===== config.mk =====
export PLATFORM = sky130hd
export DESIGN_NAME = alu_issue_queue
export DESIGN_NICKNAME = d
export VERILOG_FILES = /design/src/rtl/alu_issue_queue.sv
export SDC_FILE = /design/constraint.sdc
export NUM_CORES = 1
export LEC_CHECK = 0
export ABC_AREA = 0
export CORE_MARGIN = 5
export CORE_UTILIZATION = 30
export CTS_CLUSTER_SIZE = 25
export DETAILED_ROUTE_END_ITERATION = 12
export HOLD_SLACK_MARGIN = 0.02
export MAX_ROUTING_LAYER = met4
export SYNTH_ARGS = -nofsm -noshare
export SYNTH_HDL_FRONTEND = slang
export SYNTH_SLANG_ARGS = --single-unit
export TNS_END_PERCENT = 10

===== constraint.sdc =====
create_clock -name clk -period 6.7 [get_ports clk]
set_clock_uncertainty 0.1 [all_clocks]
set_input_delay 0.67 -clock clk [delete_from_list [all_inputs] [get_ports clk]]
set_output_delay 0.67 -clock clk [all_outputs]
set_load 0.05 [all_outputs]

===== src/rtl/alu_issue_queue.sv =====
// Issue queue in front of the 8-bit power ALU: FIFO of {opcode, A, B}, settle-timed
// issue to the datapath, and a valid/ready result port. Optional stats: ALU_ISSUE_QUEUE_STATS_EN.
module alu_issue_queue #(
  parameter int WIDTH  = 8,
  parameter int DEPTH  = 4,
  parameter int SETTLE = 2
) (
  input  logic                    clk,
  input  logic                    rst_n,
  input  logic                    in_valid,
  output logic                    in_ready,
  input  logic [3:0]              in_opcode,
  input  logic [WIDTH-1:0]        in_a,
  input  logic [WIDTH-1:0]        in_b,
  output logic [3:0]              alu_opcode,
  output logic [WIDTH-1:0]        alu_a,
  output logic [WIDTH-1:0]        alu_b,
  input  logic [WIDTH-1:0]        alu_result,
  output logic                    out_valid,
  input  logic                    out_ready,
  output logic [WIDTH-1:0]        out_result,
  output logic [3:0]              out_opcode,
  output logic                    busy,
  output logic [$clog2(DEPTH):0]  count
`ifdef ALU_ISSUE_QUEUE_STATS_EN
  ,
  output logic [15:0]             issued,
  output logic [15:0]             stall
`endif
);

  localparam int PW = $clog2(DEPTH);
  localparam int CW = PW + 1;
  localparam int EW = 4 + 2 * WIDTH;
  localparam int SW = (SETTLE > 1) ? $clog2(SETTLE) : 1;
  localparam logic [CW-1:0] FULL_COUNT  = CW'(DEPTH);
  localparam logic [SW-1:0] SETTLE_LOAD = SW'(SETTLE - 1);

  typedef enum logic [1:0] {S_IDLE, S_WAIT, S_DONE} state_t;

  logic [EW-1:0]    mem_reg [DEPTH];
  logic [PW-1:0]    wr_ptr_reg, rd_ptr_reg;
  logic [CW-1:0]    count_reg, count_next;
  state_t           state_reg, state_next;
  logic [SW-1:0]    settle_reg, settle_next;
  logic [3:0]       alu_opcode_reg, out_opcode_reg;
  logic [WIDTH-1:0] alu_a_reg, alu_b_reg, out_result_reg;
  logic [EW-1:0]    head;
  logic             push, pop, capture;

  assign in_ready = (count_reg < FULL_COUNT);
  assign push     = in_valid && in_ready;
  assign head     = mem_reg[rd_ptr_reg];

  // Storage has no reset: occupancy is tracked by the pointers and count alone.
  always_ff @(posedge clk) begin
    if (push) mem_reg[wr_ptr_reg] <= {in_opcode, in_a, in_b};
  end

  always_comb begin
    state_next  = state_reg;
    settle_next = settle_reg;
    pop         = 1'b0;
    capture     = 1'b0;
    case (state_reg)
      S_IDLE: begin
        if (count_reg != '0) begin
          pop         = 1'b1;
          settle_next = SETTLE_LOAD;
          state_next  = S_WAIT;
        end
      end
      S_WAIT: begin
        if (settle_reg == '0) begin
          capture    = 1'b1;
          state_next = S_DONE;
        end else begin
          settle_next = settle_reg - 1'b1;
        end
      end
      S_DONE: begin
        if (out_ready) state_next = S_IDLE;
      end
      default: state_next = S_IDLE;
    endcase
  end

  always_comb begin
    count_next = count_reg;
    case ({push, pop})
      2'b10:   count_next = count_reg + 1'b1;
      2'b01:   count_next = count_reg - 1'b1;
      default: count_next = count_reg;
    endcase
  end

  always_ff @(posedge clk or negedge rst_n) begin
    if (!rst_n) begin
      state_reg      <= S_IDLE;
      settle_reg     <= '0;
      count_reg      <= '0;
      wr_ptr_reg     <= '0;
      rd_ptr_reg     <= '0;
      alu_opcode_reg <= '0;
      alu_a_reg      <= '0;
      alu_b_reg      <= '0;
      out_result_reg <= '0;
      out_opcode_reg <= '0;
    end else begin
      state_reg  <= state_next;
      settle_reg <= settle_next;
      count_reg  <= count_next;
      if (push) wr_ptr_reg <= wr_ptr_reg + 1'b1;
      if (pop) begin
        rd_ptr_reg     <= rd_ptr_reg + 1'b1;
        alu_opcode_reg <= head[EW-1 -: 4];
        alu_a_reg      <= head[2*WIDTH-1 -: WIDTH];
        alu_b_reg      <= head[WIDTH-1:0];
      end
      // Sample the datapath only after alu_* has been held for SETTLE cycles.
      if (capture) begin
        out_result_reg <= alu_result;
        out_opcode_reg <= alu_opcode_reg;
      end
    end
  end

  assign alu_opcode = alu_opcode_reg;
  assign alu_a      = alu_a_reg;
  assign alu_b      = alu_b_reg;
  assign out_result = out_result_reg;
  assign out_opcode = out_opcode_reg;
  assign out_valid  = (state_reg == S_DONE);
  assign busy       = (state_reg != S_IDLE);
  assign count      = count_reg;

`ifdef ALU_ISSUE_QUEUE_STATS_EN
  logic [15:0] issued_reg, stall_reg;

  // issued wraps naturally; stall saturates so long stalls stay visible.
  always_ff @(posedge clk or negedge rst_n) begin
    if (!rst_n) begin
      issued_reg <= '0;
      stall_reg  <= '0;
    end else begin
      if (pop) issued_reg <= issued_reg + 16'd1;
      if (in_valid && !in_ready && (stall_reg != 16'hFFFF)) stall_reg <= stall_reg + 16'd1;
    end
  end

  assign issued = issued_reg;
  assign stall  = stall_reg;
`endif

endmodule


Word-level counts from Yosys, hierarchy flattened. Memory sizes are Yosys's and may differ from the RTL's. A register that Yosys moved wholly into a read port is not among the register bits. Index checks and enable logic that the tools add are counted.

RAM bits: 80. Word-level logic and storage cells: 44. Input port bits: 32. Flip-flop bits (word level): 22. Memories kept: 1. Output and inout port bits: 38.

Memories: mem_reg (words 4, width 20, read ports 1, clocked after memory_dff 1, write ports 1, RTL line 41) `logic [EW-1:0] mem_reg [DEPTH];`.

Add/sub/neg operators: 5. Reduce and logical (&&, ||, !) cells: 9. Eq/ne operators: 7. $lt $le $gt $ge: 1. Multiplexer cells: 14.

Operator list (count): two-way mux 1 bit (8); two-way mux 2 bit (3); one-hot mux 2 bit (3 select lines) (1); one-hot mux 3 bit (2 select lines) (1); nonzero test 2 bit (3); adder 2 x 1 -> 2 bit (second input constant) (2); equality test 2 x 1 -> 1 bit (second input constant) (2); equality test 2 bit (second input constant) (2); != test 2 bit (second input constant) (2); adder 3 x 1 -> 3 bit (second input constant) (1); < comparator 3 bit (second input constant) (1); AND reduction 3 bit (1); nonzero test 3 bit (1); subtractor 3 x 1 -> 3 bit (second input constant) (1); zero test 2 bit (1); != test 2 x 1 -> 1 bit (second input constant) (1); one-hot mux 1 bit (2 select lines) (1); AND reduction 2 bit (1); logical AND 1 bit (1); zero test 1 bit (1); subtractor 1 bit (second input constant) (1).

Longest topological paths before layout.
Depth in word-level cells: 5. Depth in mapped cells: 9. Gate-level depth less buffers: 8.

Worst setup path after synthesis. Ideal clock, no wire load.

Path kind: register to register. Start: register count_reg[0] (netlist: count[0]). End: register count_reg[2] (netlist: count[2]). Library setup time: 0.139 ns. Arrival time: 2.096 ns. Path buffers: 1. Clock period less this slack: 2.335 ns. Cell stages (with the launch flop): 10. Path slack: 4.365 ns. Path through: dfrtp_1 nor3_2 nor2_4 buf_4 ha_1 inv_1 fa_1 xor2_1 nor2_1 xnor2_1.

Cells in the longest elaborated chain, start to end: 5.

Ends and longest elaborated chain: from (decl) (RTL line 43) `logic [CW-1:0] count_reg, count_next;`; from (signal assigned) (RTL line 112) `count_reg <= count_next;`; nonzero test 3 bit * (RTL line 67) `if (count_reg != '0) begin`; two-way mux 1 bit * (RTL line 67); two-way mux 1 bit * (RTL line 65) `case (state_reg)`; net pop (RTL line 49) `logic push, pop, capture;`; equality test 2 x 1 -> 1 bit or equality test 2 bit (tied branches) (RTL line 90) `case ({push, pop})`; one-hot mux 3 bit (2 select lines) or nonzero test 2 bit (tied branches).

The timed path passes the listed nets; every way through them passes the cells marked *. A chain may end at the register's enable or synchronous reset.

Worst setup path after layout.
Start: register state_reg[1]. End: register count_reg[2] (netlist: count[2]).

Cells in the longest elaborated chain, start to end: 4.

Ends and longest elaborated chain: from (decl) (RTL line 44) `state_t state_reg, state_next;`; from (signal assigned) (RTL line 110) `state_reg <= state_next;`; zero test 2 bit * (RTL line 65); two-way mux 1 bit * (RTL line 65); equality test 2 x 1 -> 1 bit or equality test 2 bit (tied branches) (RTL line 90); one-hot mux 3 bit (2 select lines) or nonzero test 2 bit (tied branches).

Mark *: on every way between the ends. The rest lies on a longest branch, timed or not.

==> qor.txt <==
Max Root-Sink Buffers: 2
Chip width: 135 um
Final setup vio count: 0
Clock power share: 0.266
CP Max Fanout: 23
Compound-Gate Fraction of Synth Area: 0.00560
GPL Wtd Cong: 0.690
Seq/Total Area, Yosys: 0.736
Ant. Diodes: 0
Final WL: 8480 um
Avg Synthesized Cell Area: 21.1 um^2
Tmin final: 2.72 ns
Largest family of logic cells by synthesized area: multiplexers
Die Height: 135 um
Global-route wire length before repair: 13800 um
Final hold slack: 0.333 ns
Worst path arrival time: 2.94 ns
Syn_nets: 260
Worst Setup End Kind: flop
Final Slew Violations: 0
Largest net degree at the start of global routing: 43
Relative max-transition margin: 0.291
Sw Share: 0.349
Initial antenna violation count: 0
Core area: 15300 um^2
Gr usage total: 0.105
Post-Syn Area: 4690 um^2
Post-CTS Hold Fix Bufs: 0
Simple-gate portion of the synthesized area: 0.0197
Critical path class: flop to flop
Post-route ant nets: 0
GRT Residual Overflow: 0
CP required: 6.92 ns
Reg area: 3450 um^2
Xor/xnor share of the synthesized area: 0.0112
Logic gate share of total power: 0.394
P_int: 2.21 mW
Mapped Cells: 222
Vias after detailed routing: 2212
Clk Latency, worst-skew pair: 0.40 ns
Vias in the first global route: 2544
Fillers: 1387
Initial Utilization: 0.308
Cells after DPL: 495
DRT iter0 DRCs: 121
VDD IR-drop max: 0.235 mV
Finished Layout Cells: 527
WL per Instance: 16.1 um
Total CTS buffers: 17
Port bufs: 69
Ys Warns: 0
CTS tree: built
CTS root buf: clkbuf_16
RSZ-0062 raised after global routing: no
Number of remaining DRC errors: 0
Area after DPL: 5590 um^2
Layout Nets: 341
Htree depth: 4
Final instance area: 6190 um^2
Fraction of layout cells with a size suffix above 1: 0.269
Post-DR vias/cell: 4.20
Synth cell types: 28
Area grow syn2layout: 31.9%
# rows: 45
Net switching power: 1.19 mW
Reg power frac: 0.341
Max reg flops: 80
PostCTS Resize Cnt: 0
Worst-Margin Slew: 1.06 ns
# IOs: 70
F_max: 0.368 GHz
Min-delay worst type: primary input to asynchronous set/reset pin
Pre-Repair DR Iteration Count: 4
Mux cell area share after synthesis: 0.191
Leakage power: 2.27 nW
Fin Setup TNS: 0 ns
Die ar.: 18200 um^2
Worst-path clk slew: 0.05 ns
Status: complete, no violations
Max cap viols: 0
PwrDens: 549 nW/um^2
Final Hold Viols: 0
Area of the multi-input gates: 1150 um^2
Adder-cell area share of the yosys netlist: 0.0176
Post-CTS Setup Inserts: 0
Clock sink count: 122
CP startpoint kind: flop
DP HPWL: 5610 um
Period utilization: 0.406
Number of synthesized register bits: 122
[power by group through the flow]
| stage | clock network (mW) | logic (mW) | registers, mW |
|---|---|---|---|
| after floorplan | 0 | 0.644 | 1.50 |
| after global placement | 0 | 1.34 | 1.17 |
| after detailed placement | 0 | 1.36 | 1.18 |
| after CTS | 0.920 | 1.36 | 1.17 |
| after global routing | 0.955 | 1.42 | 1.19 |
| final | 0.902 | 1.34 | 1.16 |
[cells in the mapped netlist, drive strengths merged]
| master | count | area share |
|---|---|---|
| xnor2 | 3 | 0.0056 |
| mux4 | 20 | 0.098 |
| xor2 | 3 | 0.0056 |
| o22ai | 1 | 0.0013 |
| and2 | 4 | 0.0053 |
| edfxtp | 80 | 0.51 |
| nand2b | 1 | 0.0013 |
| buf | 6 | 0.010 |
| mux2 | 32 | 0.091 |
| or2 | 1 | 0.0019 |
| mux2i | 1 | 0.0021 |
| nor2b | 2 | 0.0027 |
| nor2 | 3 | 0.0040 |
| inv | 9 | 0.0072 |
| nor3b | 1 | 0.0016 |
| nor3 | 1 | 0.0021 |
| o21ai | 1 | 0.0011 |
| dfrtp | 42 | 0.22 |
| a21o | 2 | 0.0032 |
| nand2 | 1 | 0.00080 |
| fa | 1 | 0.0043 |
| ha | 5 | 0.013 |
| clkbuf | 2 | 0.0016 |
[final cells by class]
cell class,count,area share
Tap cell,211,0.0427
Multi-Input combinational cell,83,0.186
Clock inverter,12,0.0241
Sequential cell,122,0.558
Timing Repair Buffer,70,0.112
Inverter,9,0.00546
Clock buffer,20,0.0722
[worst paths after layout]
path	startpoint	endpoint	slack [ns]	cells past startpoint
setup reg to reg	state_reg[1]$_DFFE_PN0P_	count[2]$_DFFE_PN0P_	3.98	8
min in group clk	out_opcode[1]$_DFFE_PN0P_	out_opcode[1]$_DFFE_PN0P_	0.40	1
hold / removal	rst_n	out_result[2]$_DFFE_PN0P_	0.33	1
setup / recovery	state_reg[1]$_DFFE_PN0P_	count[2]$_DFFE_PN0P_	3.98	8
max in group asynchronous	rst_n	count[2]$_DFFE_PN0P_	5.56	1
hold reg to reg	out_opcode[1]$_DFFE_PN0P_	out_opcode[1]$_DFFE_PN0P_	0.40	1
[through the flow]
step / total power, mW / utilization / setup slack [ns]
2_1_floorplan: 2.14 / - / 4.37
3_3_place_gp: 2.51 / 0.367 / 3.78
3_5_place_dp: 2.54 / 0.367 / 3.71
4_1_cts: 3.45 / 0.406 / 3.94
5_1_grt: 3.56 / 0.406 / 3.77
6_report: 3.40 / 0.406 / 3.98
[cells in the final DEF, fill, tap and decap left out]
cell	count
nor2_1	2
a21o_1	2
clkinv_2	4
mux4_1	2
inv_1	9
nor3b_1	1
mux2_4	18
mux2_2	14
dfrtp_1	42
clkbuf_16	17
clkdlybuf4s50_1	68
fa_1	1
bufinv_16	3
ha_1	5
clkinv_4	1
clkinvlp_4	4
or2_4	1
clkbuf_8	1
xor2_1	3
nor2_4	1
mux2i_1	1
nor3_2	1
nand2_1	1
buf_4	1
and2_1	4
nand2b_1	1
clkbuf_1	2
mux4_2	18
xnor2_1	3
o21ai_0	1
buf_2	1
edfxtp_1	80
o22ai_1	1
nor2b_1	2
[worst max-delay path, stage by stage, from the launching register on]
cell	delay, ns
dfrtp_1	0.37
or2_4	0.28
nor2_4	0.73
ha_1	0.32
inv_1	0.06
fa_1	0.37
xor2_1	0.15
nor2_1	0.11
xnor2_1	0.13
[logic make-up (layout without fill, tap and decap cells)]
kind of cell               Yosys count  in the layout
DFF                                122            122
muxes                               53             53
xor gates and xnor gates             6              6
AOI/OAI and AO/OA                    4              4
adders and majority gates            6              6
buffers and inverters               17            111
and+or+nand+nor                     14             14
[per-layer routing]
| metal | routed length (um) | track usage | vias to the layer above |
|---|---|---|---|
| met5 | 0 | - | - |
| met4 | 99 | 0.0358 | 0 |
| met3 | 456 | 0.0402 | 10 |
| met2 | 4290 | 0.164 | 65 |
| met1 | 3630 | 0.125 | 1116 |
| li1 | - | - | 1021 |
Power figures use the tool's default switching activity.
